--- src/rtl/i2c_slave_regs.sv ---
// I2C target with a 7-bit address and eight 8-bit registers.
// The register pointer auto-increments on writes and reads.
// Host logic gets a write strobe and a combinational read side port.
module i2c_slave_regs #(
   parameter logic [6:0] I2C_ADDR = 7'h50
) (
   input  logic       wb_clk_i,
   input  logic       wb_rst_i,
   input  logic       scl_i,
   input  logic       sda_i,
   output logic       sda_oe_o,
   output logic       busy_o,
   output logic       wr_stb_o,
   output logic [2:0] wr_idx_o,
   output logic [7:0] wr_data_o,
   input  logic [2:0] reg_sel_i,
   output logic [7:0] reg_dout_o
);

   localparam int unsigned DW   = 8;
   localparam int unsigned IW   = 3;
   localparam int unsigned NREG = 8;

   typedef enum logic [3:0] {
      IDLE, ADDR, ADDR_ACK, WPTR, WDATA, WACK, RDATA, RACK, WAIT_STOP
   } state_t;

   state_t          state_q, state_d;
   logic [1:0]      scl_sync_q, sda_sync_q;
   logic            scl_hist_q, sda_hist_q;
   logic [DW-1:0]   shift_q, shift_d;
   logic [2:0]      bit_cnt_q, bit_cnt_d;
   logic [IW-1:0]   ptr_q, ptr_d;
   logic            sda_oe_q, sda_oe_d;
   logic            busy_q, busy_d;
   logic            wr_stb_q, wr_stb_d;
   logic [IW-1:0]   wr_idx_q, wr_idx_d;
   logic [DW-1:0]   wr_data_q, wr_data_d;
   logic [DW-1:0]   regs_q [NREG];

   logic            scl_s, sda_s;
   logic            scl_rise_c, scl_fall_c, start_c, stop_c, last_bit_c;
   logic [DW-1:0]   byte_c, rd_byte_c;

   // Two-flop synchronizers plus one history flop; reset to the idle-high bus level
   always_ff @(posedge wb_clk_i) begin
      if (wb_rst_i) begin
         scl_sync_q <= 2'b11;
         sda_sync_q <= 2'b11;
         scl_hist_q <= 1'b1;
         sda_hist_q <= 1'b1;
      end else begin
         scl_sync_q <= {scl_sync_q[0], scl_i};
         sda_sync_q <= {sda_sync_q[0], sda_i};
         scl_hist_q <= scl_sync_q[1];
         sda_hist_q <= sda_sync_q[1];
      end
   end

   assign scl_s      = scl_sync_q[1];
   assign sda_s      = sda_sync_q[1];
   assign scl_rise_c = scl_s & ~scl_hist_q;
   assign scl_fall_c = ~scl_s & scl_hist_q;
   assign start_c    = scl_s & scl_hist_q & sda_hist_q & ~sda_s;
   assign stop_c     = scl_s & scl_hist_q & ~sda_hist_q & sda_s;
   assign last_bit_c = (bit_cnt_q == 3'd7);
   assign byte_c     = {shift_q[DW-2:0], sda_s};
   assign rd_byte_c  = regs_q[ptr_q];

   // State register
   always_ff @(posedge wb_clk_i) begin
      if (wb_rst_i) state_q <= IDLE;
      else          state_q <= state_d;
   end

   // Next-state logic; bus conditions override bit processing
   always_comb begin
      state_d = state_q;
      if (stop_c) begin
         state_d = IDLE;
      end else if (start_c) begin
         state_d = ADDR;
      end else begin
         case (state_q)
            ADDR: if (scl_rise_c && last_bit_c)
                     state_d = (byte_c[7:1] == I2C_ADDR) ? ADDR_ACK : WAIT_STOP;
            ADDR_ACK: if (scl_fall_c && bit_cnt_q == 3'd1)
                     state_d = shift_q[0] ? RDATA : WPTR;
            WPTR, WDATA: if (scl_rise_c && last_bit_c) state_d = WACK;
            WACK: if (scl_fall_c && bit_cnt_q == 3'd1) state_d = WDATA;
            RDATA: if (scl_fall_c && last_bit_c) state_d = RACK;
            RACK: begin
               if (scl_rise_c && sda_s)                      state_d = WAIT_STOP;
               else if (scl_fall_c && bit_cnt_q == 3'd1)     state_d = RDATA;
            end
            default: state_d = state_q;
         endcase
      end
   end

   // Datapath and output next values
   always_comb begin
      shift_d   = shift_q;
      bit_cnt_d = bit_cnt_q;
      ptr_d     = ptr_q;
      sda_oe_d  = sda_oe_q;
      busy_d    = busy_q;
      wr_stb_d  = 1'b0;
      wr_idx_d  = wr_idx_q;
      wr_data_d = wr_data_q;
      if (stop_c) begin
         sda_oe_d  = 1'b0;
         busy_d    = 1'b0;
         bit_cnt_d = 3'd0;
      end else if (start_c) begin
         sda_oe_d  = 1'b0;
         bit_cnt_d = 3'd0;
      end else begin
         case (state_q)
            ADDR: if (scl_rise_c) begin
               shift_d   = byte_c;
               bit_cnt_d = last_bit_c ? 3'd0 : bit_cnt_q + 3'd1;
               if (last_bit_c) busy_d = (byte_c[7:1] == I2C_ADDR);
            end
            // ACK slot: pull low from the 8th to the 9th SCL falling edge
            ADDR_ACK, WACK: if (scl_fall_c) begin
               if (bit_cnt_q == 3'd0) begin
                  sda_oe_d  = 1'b1;
                  bit_cnt_d = 3'd1;
               end else begin
                  sda_oe_d  = 1'b0;
                  bit_cnt_d = 3'd0;
                  if (state_q == ADDR_ACK && shift_q[0]) begin
                     shift_d  = rd_byte_c;
                     sda_oe_d = ~rd_byte_c[7];
                     ptr_d    = ptr_q + 3'd1;
                  end
               end
            end
            WPTR: if (scl_rise_c) begin
               shift_d   = byte_c;
               bit_cnt_d = last_bit_c ? 3'd0 : bit_cnt_q + 3'd1;
               if (last_bit_c) ptr_d = byte_c[IW-1:0];
            end
            WDATA: if (scl_rise_c) begin
               shift_d   = byte_c;
               bit_cnt_d = last_bit_c ? 3'd0 : bit_cnt_q + 3'd1;
               if (last_bit_c) begin
                  wr_stb_d  = 1'b1;
                  wr_idx_d  = ptr_q;
                  wr_data_d = byte_c;
                  ptr_d     = ptr_q + 3'd1;
               end
            end
            RDATA: if (scl_fall_c) begin
               if (last_bit_c) begin
                  sda_oe_d  = 1'b0;
                  bit_cnt_d = 3'd0;
               end else begin
                  shift_d   = {shift_q[DW-2:0], 1'b0};
                  sda_oe_d  = ~shift_q[DW-2];
                  bit_cnt_d = bit_cnt_q + 3'd1;
               end
            end
            RACK: begin
               if (scl_rise_c) begin
                  if (sda_s) busy_d    = 1'b0;
                  else       bit_cnt_d = 3'd1;
               end else if (scl_fall_c && bit_cnt_q == 3'd1) begin
                  shift_d   = rd_byte_c;
                  sda_oe_d  = ~rd_byte_c[7];
                  ptr_d     = ptr_q + 3'd1;
                  bit_cnt_d = 3'd0;
               end
            end
            default: ;
         endcase
      end
   end

   // Datapath and output registers
   always_ff @(posedge wb_clk_i) begin
      if (wb_rst_i) begin
         shift_q   <= '0;
         bit_cnt_q <= '0;
         ptr_q     <= '0;
         sda_oe_q  <= 1'b0;
         busy_q    <= 1'b0;
         wr_stb_q  <= 1'b0;
         wr_idx_q  <= '0;
         wr_data_q <= '0;
      end else begin
         shift_q   <= shift_d;
         bit_cnt_q <= bit_cnt_d;
         ptr_q     <= ptr_d;
         sda_oe_q  <= sda_oe_d;
         busy_q    <= busy_d;
         wr_stb_q  <= wr_stb_d;
         wr_idx_q  <= wr_idx_d;
         wr_data_q <= wr_data_d;
      end
   end

   // Register bank commits the strobed write one cycle after the strobe
   always_ff @(posedge wb_clk_i) begin
      if (wb_rst_i) begin
         for (int i = 0; i < NREG; i++) regs_q[i] <= '0;
      end else if (wr_stb_q) begin
         regs_q[wr_idx_q] <= wr_data_q;
      end
   end

   assign sda_oe_o   = sda_oe_q;
   assign busy_o     = busy_q;
   assign wr_stb_o   = wr_stb_q;
   assign wr_idx_o   = wr_idx_q;
   assign wr_data_o  = wr_data_q;
   assign reg_dout_o = regs_q[reg_sel_i];

endmodule

--- config.mk ---
export PLATFORM = sky130hd
export DESIGN_NAME = i2c_slave_regs
export DESIGN_NICKNAME = d
export VERILOG_FILES = /design/src/rtl/i2c_slave_regs.sv
export SDC_FILE = /design/constraint.sdc
export NUM_CORES = 1
export LEC_CHECK = 0
export CORE_MARGIN = 3
export CORE_UTILIZATION = 37
export DETAILED_ROUTE_END_ITERATION = 16
export PLACE_DENSITY = 0.62
export REMOVE_ABC_BUFFERS = 1
export SYNTH_ARGS = -nofsm -noshare
export SYNTH_HDL_FRONTEND = slang
export SYNTH_SLANG_ARGS = --single-unit
--- constraint.sdc ---
create_clock -name wb_clk_i -period 3.3 [get_ports wb_clk_i]
set_input_delay 0.66 -clock wb_clk_i [delete_from_list [all_inputs] [get_ports wb_clk_i]]
set_output_delay 0.66 -clock wb_clk_i [all_outputs]
set_load 0.005 [all_outputs]
# Word level (Yosys, flattened, before mapping)
# Memories as Yosys holds them, arrays and structs flattened. A register that Yosys moved wholly into a read port is not among the register bits.
# Cells that the tools add are included.
[op_classes] add_sub_neg=2 eq_ne=40 n_mux=63 bitwise_logic=17 reduce_logical=27
[op_table] cell="$mux 3" n=20
[op_table] cell="$mux 7" n=8
[op_table] cell="$ne 2x2->1 const B" n=19
[op_table] cell="$mux 4" n=8
[op_table] cell="$pmux 7 s4" n=1
[op_table] cell="$pmux 3 s4" n=2
[op_table] cell="$pmux 4 s6" n=1
[op_table] cell="$ne 3x3->1 const B" n=7
[op_table] cell="$mux 1" n=20
[op_table] cell="$eq 4x3->1 const B" n=4
[op_table] cell="$reduce_and 7->1" n=2
[op_table] cell="$reduce_and 12->1" n=1
[op_table] cell="$reduce_and 6->1" n=2
[op_table] cell="$reduce_and 11->1" n=1
[op_table] cell="$not 1->1" n=10
[op_table] cell="$reduce_and 5->1" n=2
[op_table] cell="$eq 4x2->1 const B" n=2
[op_table] cell="$mux 8" n=1
[op_table] cell="$reduce_bool 4->1" n=2
[op_table] cell="$reduce_or 8->1" n=1
[op_table] cell="$and 1x1->1" n=7
[op_table] cell="$eq 7x7->1 const B" n=1
[op_table] cell="$reduce_bool 7->1" n=1
[op_table] cell="$add 3x1->3 const B" n=2
[op_table] cell="other kinds (16)" n=24
[word_totals] ff_bits=37 ram_bits=64 input_bits=7 out_inout_bits=22 word_cells=164 mem_count=1
[mem_list] name="regs_q" words=8 width=8 rd=2 rd_clocked_by_memory_dff=1 write_ports=8 line_no="39" rtl="logic [DW-1:0] regs_q [NREG];"

# Logic depth before layout (Yosys ltp)
[logic_depth] word_depth=8 mapped_depth=9 depth_no_buf=7

# Least setup slack after synthesis
# No wires, ideal clock.
[synth_timing] path_type="input to output" startpoint="input port reg_sel_i[0]" endpoint="output port reg_dout_o[0]" arrival_ps=2166 slack_ps=474 stages=4 path_cell_list="clkbuf_1 > buf_2 > mux4_2 > mux2_2"
[synth_between] elab_chain_len=1
[synth_lines] element="start: declaration" line_no="16" rtl="input logic [2:0] reg_sel_i,"
[synth_lines] element="$mem_v2 8x8"
[synth_lines] element="end: declaration" line_no="17" rtl="output logic [7:0] reg_dout_o"
# No other way between the ends.

# Final worst setup path
[layout_timing] startpoint="input port reg_sel_i[1]" endpoint="output port reg_dout_o[7]"
# Same word-level chain as after synthesis.

==> reports/metrics.cfg <==
[final_layout]
finalNetCount = 514
drive_above_1_share_pct = 17.8
antenna_cells = 0
fill_cells = 1382
final-seq-area_sq_um = 2720
syn2layout_area_growth_pct = 13.7
multi_input_area_sq_um = 2660

[global_route]
grt-busiest-layer = met2
grtUsageMet3_pct = 2.24
grt_pass1_vias = 3896
grt_pass1_wl_microns = 21100
grtUsageTotal_pct = 16.3
use_met2_pct = 25.5
grt-ovfl-total = 0
grt_start_max_net_pins = 40
grtUsageMet1_pct = 23.0
antenna_found_initial = 0

[floorplanning]
coreArea_sq_um = 14600
initial_core_util_pct = 38.1
num_rows = 44
die-width_microns = 129
die_area_sq_um = 16600
ios = 29
die_y_microns = 129

[worst_setup_path]
crit_type = in2out
startpoint_type = input port
arrival_ns = 2.38
r2r_cells = 5
endpoint = reg_dout_o[7]
critPathLaunch = reg_sel_i[1]
r2r-end = shift_q[5]
crit_path_max_fanout = 16
crit_path_end_kind = output pin
regToRegSetupSlack_ns = 0.67
worstPathRequired_ns = 2.64

[timing]
fin_worst_skew_ns = 0.00809
finalCriticalPeriod_ns = 3.04
fin_setup_tns_ns = 0
timing.fmax_ghz = 0.329
post-route-period-util_pct = 92.1
setup_viol = 0
relSlewSlack_pct = 22.9
tightest_slew_ns = 1.16
rsz0062_at_grt = false
setup_ws_ns = 0.262
finalMaxSlewViolations = 0
hold_viol_final = 0

[yosys]
post_synth_instance_area_sq_um = 5580
synthXorXnorAreaFrac_pct = 0.471
synth_edf_count = 64
synth_mux_area_share_pct = 15.3
synthFlopType = edfxtp_1
synth_cell_types = 58
synthAdderAreaFrac_pct = 1.12
yosysSeqAreaShare_pct = 48.8
synth_commonest_cells = and2_1, edfxtp_1, dfxtp_1, nor2_1, a21oi_1
syn_inst = 482
synth_top_family_by_area = simple AND/OR/NAND/NOR gates
yosys.area_share.simple_pct = 18.8
syn_avg_cell_area_sq_um = 11.6
synth_top_area_share_pct = 34.4
synth_seq_cells = 104
synth.area.top_cells = edfxtp_1, dfxtp_1, mux4_2, and2_1, mux2_2
synth_warnings = 0
yosysTopAreaCell = edfxtp_1
async_flop_share_pct = 0
synth_compound_area_share_pct = 11.9

[cts]
cts-hold-fix-buffers = 0
cts_sinks = 104
cts.path.max_buffers = 2
clockRootBuffer = clkbuf_16
clk_pin_slew_ns = 0.06
cts-htree-levels = 3
cts_buffers = 9
cts_tree = yes
insertion_delay_ns = 0.35

[min_path]
hold_path.class = reg2reg
holdPathStages = 1

[route]
wirelength_microns = 13100
route.detailed.drc = 0
wl_per_cell_microns = 19.0
drt_iter0_drc = 394
vias = 3859
via_per_inst = 5.58
antenna_left = 0
first_pass_iters = 4

[placement]
gp_congestion = 0.885
place.detailed.hpwl_microns = 9470
io_buffers = 28
post-place-ws_ns = 0.00991

[power_and_ir_drop]
power.leakage_nw = 2.16
p_total_mw = 2.70
vdd_ir_drop_max_mv = 0.310
pwr_density_cell_nw_per_um2 = 426

[status]
status = complete, no violations

[job]
cap_violations = 0

flip-flops by register name, summed over array words and instances, names as in the netlist, named ones only:
register    flops
regs_q         64
wr_data_o       8
shift_q         7
state_q         4
bit_cnt_q       3
ptr_q           3
wr_idx_o        3
scl_sync_q      2
sda_sync_q      2
busy_o          1
scl_hist_q      1
sda_hist_q      1
sda_oe_o        1
wr_stb_o        1
layout make-up:
type                            count  area share [%]
Inverter                           10           0.592
Tap cell                          184            3.63
Clock inverter                      3           0.690
Clock buffer                       13            3.79
Timing Repair Buffer               40            6.55
Multi-Input combinational cell    337            41.8
Sequential cell                   104            42.9
report_power, final:
group | switching (mW) | total (mW) | internal (mW)
Clock | 0.457 | 1.05 | 0.591
Combinational | 0.0883 | 0.197 | 0.109
Sequential | 0.0353 | 1.46 | 1.42
Total | 0.581 | 2.70 | 2.12
metrics by stage:
| stage | util [%] | hold slack [ns] | std cells | area [sq um] |
|---|---|---|---|---|
| 6_report | 43.3 | 0.409 | 691 | 6340 |
| 2_1_floorplan | - | 0.389 | 451 | 5420 |
| 3_3_place_gp | 41.2 | 0.393 | 674 | 6030 |
| 4_1_cts | 43.1 | 0.411 | 690 | 6320 |
| 5_1_grt | 43.3 | 0.441 | 691 | 6340 |
| 3_5_place_dp | 41.2 | 0.396 | 674 | 6030 |
cell families after synthesis:
family,count (synthesis)
AO/OA/AOI/OAI,93
XOR/XNOR,3
adder cells (fa/ha/maj),5
buffers and inverters,41
flip-flops,104
multiplexers,58
AND/OR/NAND/NOR,178
repair_timing:
action / 4_1_cts / 5_1_grt
endpoints found under the setup margin: 0 / 8
setup buffers: 0 / 0
hold endpoints to repair: 0 / 0
gates resized for setup: 0 / 1
worst min-delay path by stage:
stage	from	slack, ns	end
4_1_cts	scl_sync_q[0]	0.41	scl_sync_q[1]
6_report	scl_sync_q[0]	0.41	scl_sync_q[1]
3_3_place_gp	scl_sync_q[0]	0.39	scl_sync_q[1]
5_1_grt	scl_sync_q[0]	0.44	scl_sync_q[1]
3_5_place_dp	scl_sync_q[0]	0.40	scl_sync_q[1]
2_1_floorplan	scl_sync_q[0]	0.39	scl_sync_q[1]
worst max-delay path, stage by stage:
cell	delay, ns
clkdlybuf4s50_1	0.50
buf_12	0.17
mux4_2	0.31
mux2_2	0.29
clkdlybuf4s50_1	0.45
routing by layer:
metal	part of all wire (%)	up-vias
li1	-	1853
met1	47	1902
met2	47	92
met3	4.3	12
met4	1.6	0
met5	0	-
cell usage in the layout (no fill, tap or decap), drive strengths merged, types with 16 or more instances in the layout:
cell and count:
a21oi 26, and2 67, clkdlybuf4s50 27, dfxtp 40, edfxtp 64, mux2 20, mux2i 18, mux4 20
nor2 30, or2 16
No activity file was read; power rests on OpenSTA's default activity.
